===== src/rtl/bcd_scan_display.sv =====
// bcd_scan_display: scans a packed 3-digit BCD value onto a common-anode
// 7-segment module. It snapshots the value once per frame, optionally
// blanks leading zeros, and stretches the counter's wrap pulse into an LED flash.
module bcd_scan_display #(
    parameter int unsigned SCAN_DIV = 50000,
    parameter int unsigned STRETCH  = 5000000
) (
    input  logic        clk,
    input  logic        rst_N,
    input  logic [11:0] number_BCD,
    input  logic        carry_in,
    input  logic        blank_SW,
    output logic [7:0]  seg,
    output logic [2:0]  digit_sel,
    output logic        carry_LED
);

    localparam int unsigned PRE_W = (SCAN_DIV > 2) ? $clog2(SCAN_DIV) : 1;
    localparam int unsigned STR_W = (STRETCH > 1) ? $clog2(STRETCH + 1) : 1;
    localparam int unsigned BCD_W = 12;

    localparam logic [PRE_W-1:0] PRE_MAX  = PRE_W'(SCAN_DIV - 1);
    localparam logic [STR_W-1:0] STR_LOAD = STR_W'(STRETCH);

    localparam logic [7:0] SEG_ZERO  = 8'hC0;
    localparam logic [7:0] SEG_BLANK = 8'hFF;
    localparam logic [7:0] SEG_DASH  = 8'hBF;

    localparam logic [2:0] SEL_ONES = 3'b110;
    localparam logic [2:0] SEL_TENS = 3'b101;
    localparam logic [2:0] SEL_HUND = 3'b011;

    // Index of the digit currently driven on the anodes
    typedef enum logic [1:0] {
        DIG_ONES = 2'd0,
        DIG_TENS = 2'd1,
        DIG_HUND = 2'd2
    } dig_e;

    dig_e             state;
    dig_e             state_nxt;
    logic [PRE_W-1:0] prescaler;
    logic             tick_c;
    logic [BCD_W-1:0] frame;
    logic [BCD_W-1:0] frame_nxt;
    logic [BCD_W-1:0] src_c;
    logic [7:0]       seg_nxt;
    logic [2:0]       sel_nxt;
    logic [STR_W-1:0] stretch_cnt;

    // Active-low segment pattern for one BCD nibble; non-decimal nibbles show a dash
    function automatic logic [7:0] seg_decode(input logic [3:0] nib);
        logic [7:0] pat;
        case (nib)
            4'd0:    pat = 8'hC0;
            4'd1:    pat = 8'hF9;
            4'd2:    pat = 8'hA4;
            4'd3:    pat = 8'hB0;
            4'd4:    pat = 8'h99;
            4'd5:    pat = 8'h92;
            4'd6:    pat = 8'h82;
            4'd7:    pat = 8'hF8;
            4'd8:    pat = 8'h80;
            4'd9:    pat = 8'h90;
            default: pat = SEG_DASH;
        endcase
        return pat;
    endfunction

    assign tick_c = (prescaler == PRE_MAX);

    // Dwell prescaler: one tick every SCAN_DIV cycles
    always_ff @(posedge clk or negedge rst_N) begin
        if (!rst_N) begin
            prescaler <= '0;
        end else if (tick_c) begin
            prescaler <= '0;
        end else begin
            prescaler <= prescaler + PRE_W'(1);
        end
    end

    // Digit index state register
    always_ff @(posedge clk or negedge rst_N) begin
        if (!rst_N) begin
            state <= DIG_ONES;
        end else begin
            state <= state_nxt;
        end
    end

    // Next digit, frame snapshot on the 2->0 wrap, and the new segment/anode pattern
    always_comb begin
        state_nxt = state;
        frame_nxt = frame;
        src_c     = frame;
        seg_nxt   = seg;
        sel_nxt   = digit_sel;
        if (tick_c) begin
            case (state)
                DIG_ONES: state_nxt = DIG_TENS;
                DIG_TENS: state_nxt = DIG_HUND;
                DIG_HUND: begin
                    state_nxt = DIG_ONES;
                    frame_nxt = number_BCD;
                    src_c     = number_BCD;
                end
                default:  state_nxt = DIG_ONES;
            endcase
            case (state_nxt)
                DIG_TENS: begin
                    sel_nxt = SEL_TENS;
                    if (blank_SW && (src_c[11:8] == 4'd0) && (src_c[7:4] == 4'd0)) begin
                        seg_nxt = SEG_BLANK;
                    end else begin
                        seg_nxt = seg_decode(src_c[7:4]);
                    end
                end
                DIG_HUND: begin
                    sel_nxt = SEL_HUND;
                    if (blank_SW && (src_c[11:8] == 4'd0)) begin
                        seg_nxt = SEG_BLANK;
                    end else begin
                        seg_nxt = seg_decode(src_c[11:8]);
                    end
                end
                default: begin
                    sel_nxt = SEL_ONES;
                    seg_nxt = seg_decode(src_c[3:0]);
                end
            endcase
        end
    end

    // Registered display drive and frame register
    always_ff @(posedge clk or negedge rst_N) begin
        if (!rst_N) begin
            seg       <= SEG_ZERO;
            digit_sel <= SEL_ONES;
            frame     <= '0;
        end else begin
            seg       <= seg_nxt;
            digit_sel <= sel_nxt;
            frame     <= frame_nxt;
        end
    end

    // Wrap-pulse stretcher; a new pulse restarts the full hold time
    always_ff @(posedge clk or negedge rst_N) begin
        if (!rst_N) begin
            stretch_cnt <= '0;
        end else if (carry_in) begin
            stretch_cnt <= STR_LOAD;
        end else if (stretch_cnt != '0) begin
            stretch_cnt <= stretch_cnt - STR_W'(1);
        end
    end

    assign carry_LED = (stretch_cnt != '0);

endmodule


===== config.mk =====
export PLATFORM = sky130hd
export DESIGN_NAME = bcd_scan_display
export DESIGN_NICKNAME = d
export VERILOG_FILES = /design/src/rtl/bcd_scan_display.sv
export SDC_FILE = /design/constraint.sdc
export NUM_CORES = 1
export LEC_CHECK = 0
export CAP_MARGIN = 20
export CORE_ASPECT_RATIO = 1.4
export CORE_UTILIZATION = 55
export DETAILED_ROUTE_END_ITERATION = 7
export PLACE_DENSITY = 0.76
export SYNTH_ARGS = -nofsm -noshare
export SYNTH_HDL_FRONTEND = slang
export SYNTH_SLANG_ARGS = --single-unit

===== constraint.sdc =====
create_clock -name clk -period 5.9 [get_ports clk]
set_clock_uncertainty 0.2 [all_clocks]
set_input_delay 1.18 -clock clk [delete_from_list [all_inputs] [get_ports clk]]
set_output_delay 1.18 -clock clk [all_outputs]
set_load 0.02 [all_outputs]

==> impl_table.tex, run 1 <==
\begin{tabular}{lr}
\hline
Metric & Value \\
\hline
\multicolumn{2}{l}{\textbf{Logic synthesis}} \\
Post-Synthesis Cells & 407 \\
Synth cell count leaders & sky130\_fd\_sc\_hd\_\_dfrtp\_1, sky130\_fd\_sc\_hd\_\_nor2\_1, sky130\_fd\_sc\_hd\_\_nand2\_1, sky130\_fd\_sc\_hd\_\_o21ai\_0, sky130\_fd\_sc\_hd\_\_inv\_1 \\
Distinct cell type count of the synthesized netlist & 60 \\
Share of the synthesized area in the top cell type & between 30\% and 40\% \\
Predominant post-synthesis flop cell & sky130\_fd\_sc\_hd\_\_dfrtp\_1 \\
Netlist area before placement & about 3800 um2 \\
Share of the synthesized area in compound gates (AO/OA/AOI/OAI) & between 15 and 20\% \\
Share of flip-flops with an asynchronous set or reset after synthesis & between 90\% and 100\% \\
Dominant combinational cell family by area after synthesis & simple AND/OR/NAND/NOR gates \\
Yosys Warn Count & 0 \\
Sequential area share after synthesis & around 42\% \\
Share of synthesized area spent on multiplexers & approximately 5.7\% \\
Share of synthesized cell area in and, or, nand and nor gates & a little over a fifth \\
Post-synth EDFFs & 0 \\
Synth area leader & sky130\_fd\_sc\_hd\_\_dfrtp\_1 \\
Biggest area contributors in the synthesized netlist & sky130\_fd\_sc\_hd\_\_dfrtp\_1, sky130\_fd\_sc\_hd\_\_ha\_1, sky130\_fd\_sc\_hd\_\_nor2\_1 \\
Post-synthesis area per instance & 9.35 um2 \\
Adder-cell area share of the yosys netlist & roughly 6.2\% \\
Dominant cell by count in the synthesized netlist & sky130\_fd\_sc\_hd\_\_dfrtp\_1 \\
Register bit count reported by yosys & 63 \\
Syn nets & $\sim$440 \\
Xor/xnor share of the synthesized area & about 5.8\% \\
\multicolumn{2}{l}{\textbf{Clock tree}} \\
Clk slew on worst S/H paths & $\sim$0.070 ns \\
Maximum number of buffers from clock root to sink & 2 \\
TritonCTS sink count & between 60 and 70 \\
Number of buffers inserted by hold repair at cts & 0 \\
Source-to-sink clock delay at the later pin of the worst-skew pair & around 0.33 ns \\
\# Post-CTS Setup Buffers & 0 \\
Resized Gates After CTS & 0 \\
TritonCTS clock tree & built \\
Root Buffer Master & sky130\_fd\_sc\_hd\_\_clkbuf\_8 \\
Clock buffers created by TritonCTS & 9 \\
Level count of the clock H-tree & 3 \\
\multicolumn{2}{l}{\textbf{Power}} \\
Worst vdd rail ir drop & approximately 0.14 mV \\
Combinational share of power & under 10\% \\
Power density over the cells & 199 nW/um2 \\
Clock network fraction of design power & between 30\% and 40\% \\
Net switching power & 0.219 mW \\
Sequential Power Share & 53.4\% \\
Reported leakage power & between 1.5 and 2 nW \\
Cell internal power dissipation & 0.639 mW \\
Share of total power consumed by net switching & 25.6\% \\
\multicolumn{2}{l}{\textbf{Worst hold path}} \\
Min-delay worst type & flip-flop to flip-flop \\
\multicolumn{2}{l}{\textbf{Worst setup path}} \\
Type of element capturing the critical path & output port \\
Highest-delay cell along the critical path & sky130\_fd\_sc\_hd\_\_or4\_1 \\
Endpoint required time on the critical path & between 4 and 5 ns \\
Kind of start point of the critical path & flip-flop \\
Arrival time worst endpoint & roughly 2.9 ns \\
Crit-path cells & or4\_1, or4\_4, or3\_1, clkdlybuf4s50\_1 \\
Max incr delay on CP & between 0.6 and 0.7 ns \\
Biggest fanout along the worst timing path & 8 \\
Critical setup path kind & flip-flop to output port \\
\multicolumn{2}{l}{\textbf{Die}} \\
Floorplan core area & 6610 um2 \\
Total Die Area & 7260 um2 \\
Die width & approximately 72 um \\
Top-level I/O count & 28 \\
Die Y & between 100 and 150 um \\
Site Rows & 35 \\
Initial cell density of the core & 57.5\% \\
\multicolumn{2}{l}{\textbf{Placement}} \\
Detailed-placement wirelength estimate & 5.84 mm \\
Placer's final routability congestion estimate & 0.945 \\
Port Buffer Count & 26 \\
\multicolumn{2}{l}{\textbf{Final layout}} \\
Area of the multi-input gates & between 2000 and 2500 um2 \\
Antenna Diode Count & 0 \\
Final Net Count & 469 \\
Number of fill cells & 577 \\
Fraction of final layout cells sized beyond drive strength 1 & under 10\% \\
Area taken by flip-flops and latches & between 1500 and 2000 um2 \\
Area growth from synthesis to layout & 13.4\% \\
Share of the core filled with cells in the final layout & roughly two thirds \\
\multicolumn{2}{l}{\textbf{STA}} \\
Post-route setup TNS & 0 ns \\
Ratio of final minimum period to clock period & 72.4\% \\
Final Setup Violations & 0 \\
Actual transition at the worst max-transition pin & about 0.90 ns \\
Maximum frequency from static timing analysis & about 230 MHz \\
RSZ-0062 raised after global routing & false \\
Worst relative slew slack & $\sim$40\% \\
Final count of hold timing violations & 0 \\
Slew Limit Fails & 0 \\
Post-layout minimum cycle time & 4.27 ns \\
\multicolumn{2}{l}{\textbf{Outcome}} \\
Run status & finished, final reports clean \\
\multicolumn{2}{l}{\textbf{GRT}} \\
Maximum number of pins on one net before global-route repair & 64 \\
Antenna violations before repair & 0 \\
Global-route wire length before repair & between 10 and 15 mm \\
Total global-route track usage & approximately a quarter \\
Number of global-route vias before repair & 3038 \\
Remaining global-route overflow & 0 \\
\multicolumn{2}{l}{\textbf{Route}} \\
Per-cell routed wire length & between 15 and 20 um \\
Number of DRC markers in iteration 0 & 173 \\
DR pass1 iterations & 4 \\
Via total after detailed routing & about 3100 \\
Vias/cell & approximately 6 \\
Drc violations & 0 \\
Number of nets still failing antenna checks after routing & 0 \\
Wire length reported by the detailed router & just over 8 mm \\
\multicolumn{2}{l}{\textbf{Flow run}} \\
Number of max-cap violations & 0 \\
\hline
\end{tabular}
## logic make-up after synthesis
group / count (synthesis)
AOI/OAI and AO/OA: 85
xor gates and xnor gates: 25
adders and majority gates: 19
buffers and inverters: 36
DFF: 63
muxes: 21
other: 1
and+or+nand+nor: 157
## power groups by stage
stage               combinational (mW)  sequential, mW  clock (mW)
global placement                0.0724           0.465           0
finish                          0.0749           0.459       0.325
CTS                             0.0754           0.458       0.334
global route                    0.0829           0.459       0.352
floorplan                       0.0454           0.462           0
detailed placement              0.0748           0.466           0
## per-layer routing
layer,part of all wire (%),vias to the layer above,track usage (%)
met1,43,1496,29.0
met4,3.7,0,13.4
met3,2.7,29,4.62
met5,0,-,0
met2,50,70,40.7
li1,-,1515,-
## critical path, delay by kind of cell, from the launching register on
kind / cells / cell delay [ns]
buf+inv: 1 / 0.55
simple gates: 3 / 1.57
flops: 1 / 0.44
## through the flow
| step | hold WS [ns] | instance area, um2 | setup WS, ns | std cells | power (mW) |
|---|---|---|---|---|---|
| global placement | 0.267 | 4150 | 2.00 | 515 | 0.537 |
| global route | 0.308 | 4320 | 1.51 | 531 | 0.894 |
| detailed placement | 0.279 | 4150 | 1.98 | 515 | 0.541 |
| floorplan | 0.249 | 3800 | 2.53 | 407 | 0.508 |
| finish | 0.288 | 4320 | 1.63 | 531 | 0.858 |
| CTS | 0.294 | 4320 | 1.60 | 531 | 0.867 |
## registers in the layout, summed over array words and instances, names as in the netlist
register     flops
state            2
prescaler       16
stretch_cnt     23
seg              7
digit_sel        3
frame           12
## cell usage in the layout (no fill, tap or decap), types with 11 or more instances in the layout
master,n
sky130_fd_sc_hd__inv_1,22
sky130_fd_sc_hd__mux2i_1,16
sky130_fd_sc_hd__o21ai_0,29
sky130_fd_sc_hd__dfrtp_1,60
sky130_fd_sc_hd__a21oi_1,11
sky130_fd_sc_hd__nand3_1,12
sky130_fd_sc_hd__xor2_1,13
sky130_fd_sc_hd__nor2_1,46
sky130_fd_sc_hd__clkdlybuf4s50_1,25
sky130_fd_sc_hd__xnor2_1,12
sky130_fd_sc_hd__ha_1,19
sky130_fd_sc_hd__nand2_1,31
## area by class of cell
| cell class | instances | area share, % |
|---|---|---|
| Clock buffer | 12 | 3.36 |
| Clock inverter | 4 | 0.522 |
| Multi-Input combinational cell | 308 | 48.3 |
| Sequential cell | 63 | 36.6 |
| Timing Repair Buffer | 30 | 6.61 |
| Tap cell | 92 | 2.67 |
| Inverter | 22 | 1.91 |
## final timing paths
kind	start	end	slack, ns	cells after the start
hold / removal	digit_sel[2]$_DFFE_PN1N_	digit_sel[2]$_DFFE_PN1N_	0.29	2
min in group asynchronous	rst_N	prescaler[15]$_DFF_PN0_	0.81	2
hold reg to reg	digit_sel[2]$_DFFE_PN1N_	digit_sel[2]$_DFFE_PN1N_	0.29	2
setup reg to reg	state[1]$_DFFE_PN0N_	seg[3]$_DFFE_PN0N_	2.63	8
max in group asynchronous	rst_N	stretch_cnt[21]$_DFFE_PN0P_	4.17	2
setup / recovery	stretch_cnt[11]$_DFFE_PN0P_	carry_LED	1.63	4
No activity file was read; power rests on OpenSTA's default activity.
==> run 2: changes to the inputs <==
- clock period: 5.9 -> 4.1 ns (I/O delays scaled with it)
==> impl_table.tex, run 2 (synthesis results as in run 1) <==
\begin{tabular}{lr}
\hline
Metric & Value \\
\hline
\multicolumn{2}{l}{\textbf{Final layout}} \\
Final cell count without fillers & around 530 \\
Commonest non-fill, non-tap cell in the layout & sky130\_fd\_sc\_hd\_\_dfrtp\_1 \\
Area of the multi-input gates & between 2000 and 2500 um2 \\
Final Net Count & 470 \\
Register bank with the most flops & stretch\_cnt \\
Largest registers & stretch\_cnt (23), prescaler (16), frame (12) \\
Number of flip-flops in the largest register & 23 \\
Antenna Diode Count & 0 \\
Area taken by flip-flops and latches & $\sim$1600 um2 \\
Number of fill cells & 550 \\
Fraction of final layout cells sized beyond drive strength 1 & under 10\% \\
Commonest non-fill, non-tap cells in the layout & sky130\_fd\_sc\_hd\_\_dfrtp\_1, sky130\_fd\_sc\_hd\_\_nor2\_1, sky130\_fd\_sc\_hd\_\_nand2\_1 \\
Non-Filler Cell Area, Final & about 4300 um2 \\
Area growth from synthesis to layout & 14.0\% \\
\multicolumn{2}{l}{\textbf{Worst setup path}} \\
Crit-path cells & or4\_1, or4\_4, or3\_1, clkdlybuf4s50\_1 \\
Biggest fanout along the worst timing path & 8 \\
Endpoint required time on the critical path & 3.08 ns \\
Worst reg2reg path endpoint & seg[3]\$\_DFFE\_PN0N\_ \\
Worst Path Buf+Inv & 1 \\
Arrival time worst endpoint & 2.90 ns \\
Internal reg-to-reg setup slack & between 0.9 and 1 ns \\
Top cell family by delay on the critical path & simple AND/OR/NAND/NOR gates \\
Critical setup path kind & flip-flop to output port \\
Kind of start point of the critical path & flip-flop \\
Max incr delay on CP & approximately 0.7 ns \\
Highest-delay cell along the critical path & sky130\_fd\_sc\_hd\_\_or4\_1 \\
Worst reg2reg startpoint & state[0]\$\_DFFE\_PN0N\_ \\
Type of element capturing the critical path & output port \\
Cells on worst reg2reg path & 8 \\
\multicolumn{2}{l}{\textbf{STA}} \\
Actual transition at the worst max-transition pin & 0.907 ns \\
Post-layout minimum cycle time & 3.92 ns \\
Ratio of final minimum period to clock period & between 90\% and 100\% \\
Slew Limit Fails & 0 \\
Worst relative slew slack & about two fifths \\
Post-route setup TNS & 0 ns \\
Maximum frequency from static timing analysis & around 260 MHz \\
RSZ-0062 raised after global routing & false \\
Fin Hold WS & 0.287 ns \\
Final count of hold timing violations & 0 \\
Final Setup Violations & 0 \\
\multicolumn{2}{l}{\textbf{Clock tree}} \\
Clk slew on worst S/H paths & approximately 0.07 ns \\
Level count of the clock H-tree & 3 \\
Clock buffers created by TritonCTS & 9 \\
Resized Gates After CTS & 0 \\
TritonCTS clock tree & built \\
Maximum number of buffers from clock root to sink & 2 \\
\# Post-CTS Setup Buffers & 0 \\
Number of buffers inserted by hold repair at cts & 0 \\
TritonCTS sink count & 63 \\
Source-to-sink clock delay at the later pin of the worst-skew pair & 0.34 ns \\
Root Buffer Master & sky130\_fd\_sc\_hd\_\_clkbuf\_8 \\
\multicolumn{2}{l}{\textbf{Placement}} \\
Detailed-placement wirelength estimate & around 6 mm \\
Instance area at placement & 4160 um2 \\
Number of cells in the design after placement & approximately 520 \\
Placer's final routability congestion estimate & between 0.9 and 1 \\
Port Buffer Count & 26 \\
\multicolumn{2}{l}{\textbf{Die}} \\
Site Rows & 35 \\
Die width & 72.3 um \\
Top-level I/O count & 28 \\
Initial cell density of the core & 57.5\% \\
Die Y & about 100 um \\
Total Die Area & $\sim$7300 um2 \\
Floorplan core area & about 6600 um2 \\
\multicolumn{2}{l}{\textbf{Power}} \\
Clock network fraction of design power & around two fifths \\
Net switching power & between 0.3 and 0.4 mW \\
Sequential Power Share & a little over half \\
Share of total power consumed by net switching & between 20\% and 30\% \\
Cell internal power dissipation & $\sim$0.95 mW \\
Reported leakage power & between 1.5 and 2 nW \\
Power density over the cells & 292 nW/um2 \\
Combinational share of power & between 8 and 9\% \\
PnR Total Power & 1.27 mW \\
Worst vdd rail ir drop & about 0.12 mV \\
\multicolumn{2}{l}{\textbf{Worst hold path}} \\
Min-delay worst type & flip-flop to flip-flop \\
Hold Crit Endpoint & digit\_sel[0]\$\_DFFE\_PN0N\_ \\
Hold path startpoint & digit\_sel[0]\$\_DFFE\_PN0N\_ \\
Worst hold path depth & 2 \\
\multicolumn{2}{l}{\textbf{Outcome}} \\
Run status & finished, final reports clean \\
\multicolumn{2}{l}{\textbf{GRT}} \\
Remaining global-route overflow & 0 \\
Number of global-route vias before repair & between 3000 and 4000 \\
Maximum number of pins on one net before global-route repair & 35 \\
Global-route wire length before repair & about 14 mm \\
Total global-route track usage & 25.1\% \\
Antenna violations before repair & 0 \\
\multicolumn{2}{l}{\textbf{Route}} \\
Per-cell routed wire length & 15.6 um \\
Number of nets still failing antenna checks after routing & 0 \\
Via total after detailed routing & 3107 \\
Vias/cell & 5.85 \\
Drc violations & 0 \\
Number of DRC markers in iteration 0 & around 170 \\
Wire length reported by the detailed router & $\sim$8.3 mm \\
DR pass1 iterations & 4 \\
\multicolumn{2}{l}{\textbf{Flow run}} \\
Number of max-cap violations & 0 \\
\hline
\end{tabular}
[run 2: cell types whose count changed in the layout (fill, tap and decap cells not counted)]
cell,change
sky130_fd_sc_hd__buf_4,+1
sky130_fd_sc_hd__clkbuf_8,+2
sky130_fd_sc_hd__clkbuf_1,-2
sky130_fd_sc_hd__clkinv_2,-1
[run 2: worst reg2reg max path: cells and delay by family, from the launching register on]
kind | cells | cell delay [ns]
adder cells (fa/ha/maj) | 1 | 0.28
buffers and inverters | 1 | 0.30
flip-flops | 1 | 0.49
AND/OR/NAND/NOR | 3 | 0.78
multiplexers | 1 | 0.43
AO/OA/AOI/OAI | 2 | 0.61
[run 2: metal layers]
metal,global-route usage [%],up-vias,part of all wire [%]
met5,0,-,0
met4,12.5,0,2.8
met3,4.32,23,2.6
met2,45.2,53,53
met1,28.1,1515,42
li1,-,1516,-
[run 2: how the worst max path moves through the flow]
stage           endpoint  slack, ns                        start  cells past startpoint
5_1_grt        carry_LED       0.11  stretch_cnt[11]$_DFFE_PN0P_                      4
3_3_place_gp   carry_LED       0.56  stretch_cnt[13]$_DFFE_PN0P_                      4
2_1_floorplan  carry_LED       1.09  stretch_cnt[13]$_DFFE_PN0P_                      4
3_5_place_dp   carry_LED       0.54  stretch_cnt[13]$_DFFE_PN0P_                      4
4_1_cts        carry_LED       0.16  stretch_cnt[13]$_DFFE_PN0P_                      4
6_report       carry_LED       0.18  stretch_cnt[13]$_DFFE_PN0P_                      4
[run 2: power by group through the flow]
stage	Clock, mW	Combinational (mW)	Sequential, mW
floorplan	0	0.0653	0.665
global placement	0	0.104	0.669
detailed placement	0	0.106	0.670
CTS	0.509	0.107	0.659
global route	0.537	0.120	0.661
finish	0.501	0.105	0.659
[run 2: through the flow]
step / util [%] / worst slack, ns
2_1_floorplan: - / 1.09
3_3_place_gp: 62.8 / 0.563
3_5_place_dp: 62.8 / 0.539
4_1_cts: 65.6 / 0.164
5_1_grt: 65.6 / 0.105
6_report: 65.6 / 0.179
[run 2: cell type report]
cell class,instances,share of cell area (%)
well taps,92,2.65
inverters,22,1.90
repair buffers,31,6.75
multi-input cells,308,48.1
flip-flops and latches,63,36.4
clock buffers,12,3.81
clock inverters,3,0.404
==> variant 1 (settings of run 1) <==
The parameter `SCAN_DIV` goes from 50000 to 12500.
--- a/src/rtl/bcd_scan_display.sv
+++ b/src/rtl/bcd_scan_display.sv
@@ -4,3 +4,3 @@
 module bcd_scan_display #(
-    parameter int unsigned SCAN_DIV = 50000,
+    parameter int unsigned SCAN_DIV = 12500,
     parameter int unsigned STRETCH  = 5000000
Behaviour: no difference found for any inputs over 10 cycles, from zero or initial values and one cycle with rst_N low; that may be too few to reach the edited logic, so the function may still have changed.
==> variant 1 against run 1 <==
Synthesized cell count shrank 2.2%. Routed wire length shrank 4.8%. Final cell count shrank 5.3%. Total power grew 15%. Design area shrank 0.52%. Sequential cell count shrank 2. Clock power grew 47%. Area after synthesis shrank 1.8%. Fmax grew 5.1%. Worst setup slack gained 0.21 ns. Highest routed layer unchanged.
==> variant 1: results (changes against run 1) <==
Outcome: completed
GRT Util Overall: 24.2% (about the same)
Slowest stage delay, CP: 0.66 ns (+0.02 ns)
# diodes: 0 (unchanged)
Syn Nets: 433 (-2.0%)
Post-synthesis compound-gate area fraction: 11.8% (-3.4 points)
Sw power: 222 µW (+1.1%)
Biggest regs: stretch_cnt x23, prescaler x14, frame x12
CTS buffer count: 9 (unchanged)
Met2 Use GR: 40.2% (-0.49 points)
Final Net Count: 459 (-2.1%)
CTS H-tree lvls: 3 (unchanged)
Post-synthesis mux area share: 5.36% (-0.33 points)
Met3 WL: 211 µm (-3.7%)
R2r setup slk: 2.60 ns (-0.03 ns)
Clk Latency, worst-skew pair: 0.35 ns (+0.02 ns)
Share of layout cells above drive strength 1: 9.32% (+1.4 points)
Pre-CTS setup slack: 2.22 ns (+0.237 ns)
Leak: 0.00170 µW (-5.5%)
Max Clk Rate: 246 MHz (+5.1%)
Post-DP HPWL: 5.65 mm (-3.3%)
Pin count of the biggest net entering global routing: 62 (-3.1%)
Wire length on met1: 3.36 mm (-4.5%)
Cells after Synth: 398 (-2.2%)
Worst Tran Pin Value: 0.769 ns (-0.132 ns)
Async S/R FF share, synth: 100% (unchanged)
DRT iter0 DRCs: 150 (-13%)
Crit-path max FO: 12 (+4)
Most area-consuming cells after synthesis: dfrtp_1, ha_1, nor2_1, nand2_1, mux2i_1
Filler cells: 534 (-7.5%)
Placed inst area: 4040 µm² (-2.7%)
Met2 Wirelength: 3.94 mm (-4.4%)
Grt met3 use: 3.85% (-0.77 points)
Xor/xnor share of the synthesized area: 6.10% (+0.34 points)
P_seq: 440 µW (-4%)
Yosys cell types: 59 (-1.7%)
Adder-cell share of the synthesized area: 6.37% (+0.12 points)
Met1 Use GR: 30.5% (+1.5 points)
Worst path arrival time: 2.69 ns (-0.20 ns)
Wirelength, routed: 7.78 mm (-4.8%)
Wire per inst: 15.5 µm (+0.54%)
Worst hold slack: 0.284 ns (-0.00456 ns)
Clk pwr share: 48.5% (+11 points)
Pre-antenna DRT Iters: 5 (+1)
Vias/cell: 5.84 (-0.24%)
Inst Count DP: 487 (-5.4%)
Vias in the first global route: 2,900 (-4.5%)
First-pass GRT wire length: 13.5 mm (-0.60%)
Most frequent cells after synthesis: dfrtp_1, nor2_1, nand2_1, o21ai_0, ha_1
Placer congestion estimate: 0.870 (-7.9%)
Seq/Total Area, Yosys: 41.0% (-0.56 points)
Slowest CP cell: clkdlybuf4s50_1
Internal: 762 µW (+19%)
Worst vdd ir: 0.000142 V (+2.0%)
variant 1: cell count changes in the layout (fill, tap and decap cells not counted), sizes merged, moves of 4 or more:
cell	delta
o211ai	+4
inv	-7
and3	-4
o21a	-4
nor3	+5
nand2	+9
o21ai	-6
a21oi	+7
o32a	-4
variant 1: cell type report:
| cell class | count | area, µm² | area share, % |
|---|---|---|---|
| tap | 74 | 92.6 | 2.16 |
| multi-input combinational | 308 | 2080 | 48.4 |
| clock inverter | 5 | 106 | 2.48 |
| inverter | 15 | 56.3 | 1.31 |
| timing repair buffer | 29 | 278 | 6.47 |
| sequential | 61 | 1530 | 35.6 |
| clock buffer | 11 | 151 | 3.53 |
variant 1: path summary, 6_finish.rpt:
kind	cells after the start	startpoint	to
setup reg to reg	9	state[1]	seg[0]
setup / recovery	4	stretch_cnt[17]	carry_LED
hold reg to reg	2	digit_sel[0]	digit_sel[0]
min in group asynchronous	2	rst_N	prescaler[6]
hold / removal	2	digit_sel[0]	digit_sel[0]
max in group asynchronous	2	rst_N	prescaler[11]
==> variant 2 (flow settings as in run 1) <==
Without the edit above. Re-encode `dig_e` (3 values) as one-hot, 3 bits wide.
--- a/src/rtl/bcd_scan_display.sv
+++ b/src/rtl/bcd_scan_display.sv
@@ -33,6 +33,6 @@
     // Index of the digit currently driven on the anodes
-    typedef enum logic [1:0] {
-        DIG_ONES = 2'd0,
-        DIG_TENS = 2'd1,
-        DIG_HUND = 2'd2
+    typedef enum logic [2:0] {
+        DIG_ONES = 3'b001,
+        DIG_TENS = 3'b010,
+        DIG_HUND = 3'b100
     } dig_e;
Behaviour: no difference found for any inputs over 10 cycles, from zero or initial values and one cycle with rst_N low; not proved beyond that.
==> variant 2 against run 1 <==
Total power shrank 1.1%. Worst setup slack better by 0.15 ns. Area after synthesis rose by 5.8%. Routed wire length rose by 10%. Sequential cell count up 1. Design area up 4.8%. Largest power group unchanged.
==> variant 2: results (changes against run 1) <==
Adder-cell share of the synthesized area: 7.77% (+1.5 points)
R2r setup slk: 2.99 ns (+0.36 ns)
Clock net power: 319 µW (-2%)
GRT Util Overall: 26.2% (+1.9 points)
Clk Latency, worst-skew pair: 0.35 ns (+0.02 ns)
Slowest stage delay, CP: 0.63 ns
Sw power: 218 µW (-0.67%)
CTS H-tree lvls: 3 (unchanged)
Critical Path End: carry_LED
Worst path arrival time: 2.74 ns (-0.15 ns)
Total power: 849 µW (-1.1%)
Worst vdd ir: 0.000117 V (-16%)
Outcome: completed
Pre-CTS setup slack: 2.20 ns (+0.214 ns)
Delay-heaviest family, CP: simple AND/OR/NAND/NOR gates
Worst hold slack: 0.279 ns (-0.00938 ns)
Cells after Synth: 447 (+9.8%)
Yosys cell types: 56 (-6.7%)
Worst Tran Pin Value: 0.835 ns (-0.0663 ns)
Seq/Total Area, Yosys: 39.9% (-1.6 points)
Via count: 3,282 (+5.5%)
Share of layout cells above drive strength 1: 7.32% (-0.65 points)
Leak: 0.00184 µW (+2.2%)
First-pass GRT wire length: 14.9 mm (+9.6%)
Reg2Reg Capture Point: seg[1]
Placer congestion estimate: 0.943 (-0.17%)
Reg2Reg Depth: 9 (+1)
DRT iter0 DRCs: 118 (-32%)
Filler cells: 645 (+12%)
Initial antenna violation count: 0 (unchanged)
Gate power share: 8.2% (-0.5 points)
Inst Count DP: 557 (+8.2%)
Xor/xnor share of the synthesized area: 5.88% (+0.12 points)
Setup crit start: stretch_cnt[19]
Pre-antenna DRT Iters: 4 (unchanged)
Crit share post-route: 69.8% (-2.6 points)
Most frequent cells after synthesis: dfrtp_1, nand2_1, nor2_1, o21ai_0, ha_1
Worst Hold End: digit_sel[2]
Post-synthesis compound-gate area fraction: 14.9% (-0.30 points)
Final Net Count: 514 (+9.6%)
Hold Path Depth: 2 (unchanged)
Post-DP HPWL: 6.50 mm (+11%)
Vias in the first global route: 3,234 (+6.5%)
# diodes: 0 (unchanged)
Syn Nets: 488 (+10%)
Most area-consuming cells after synthesis: dfrtp_1, ha_1, nand2_1, o21ai_0, mux2i_1
Slowest CP cell: clkdlybuf4s50_1
Root Buffer: clkbuf_8
Placed inst area: 4370 µm² (+5.3%)
Wire per inst: 15.7 µm (+2.1%)
Wirelength, routed: 8.99 mm (+10%)
Crit-path max FO: 7 (-1)
Pin count of the biggest net entering global routing: 65 (+1.6%)
Post-synthesis mux area share: 5.13% (-0.56 points)
Buffers added on ports: 26 (unchanged)
## variant 2: cell count changes after synthesis, moves of 4 or more
| cell | delta |
|---|---|
| nand2_1 | +20 |
| nor3_1 | +10 |
| a21oi_1 | +8 |
| o21ai_0 | +8 |
| nor2_1 | -7 |
| ha_1 | +6 |
| inv_1 | -4 |
| nand3b_1 | +4 |
| nor3b_1 | +4 |
| o211ai_1 | +4 |
| o32a_1 | -4 |
| xnor2_1 | +4 |
## variant 2: final cells by class
cell class	count	area [µm²]	area share (%)
tap	95	119	2.63
timing repair buffer	30	285	6.31
clock inverter	2	10.0	0.221
inverter	18	67.6	1.49
clock buffer	14	143	3.15
sequential	64	1610	35.5
multi-input combinational	350	2290	50.7
## variant 2: per-layer routing
metal / wire, µm / part of all wire [%] / track usage [%] / vias up
li1: - / - / - / 1636
met1: 3710 / 41 / 27.9 / 1576
met2: 4780 / 53 / 48.2 / 54
met3: 254 / 2.8 / 6.59 / 16
met4: 246 / 2.7 / 11.5 / 0
met5: 0 / 0 / 0 / -
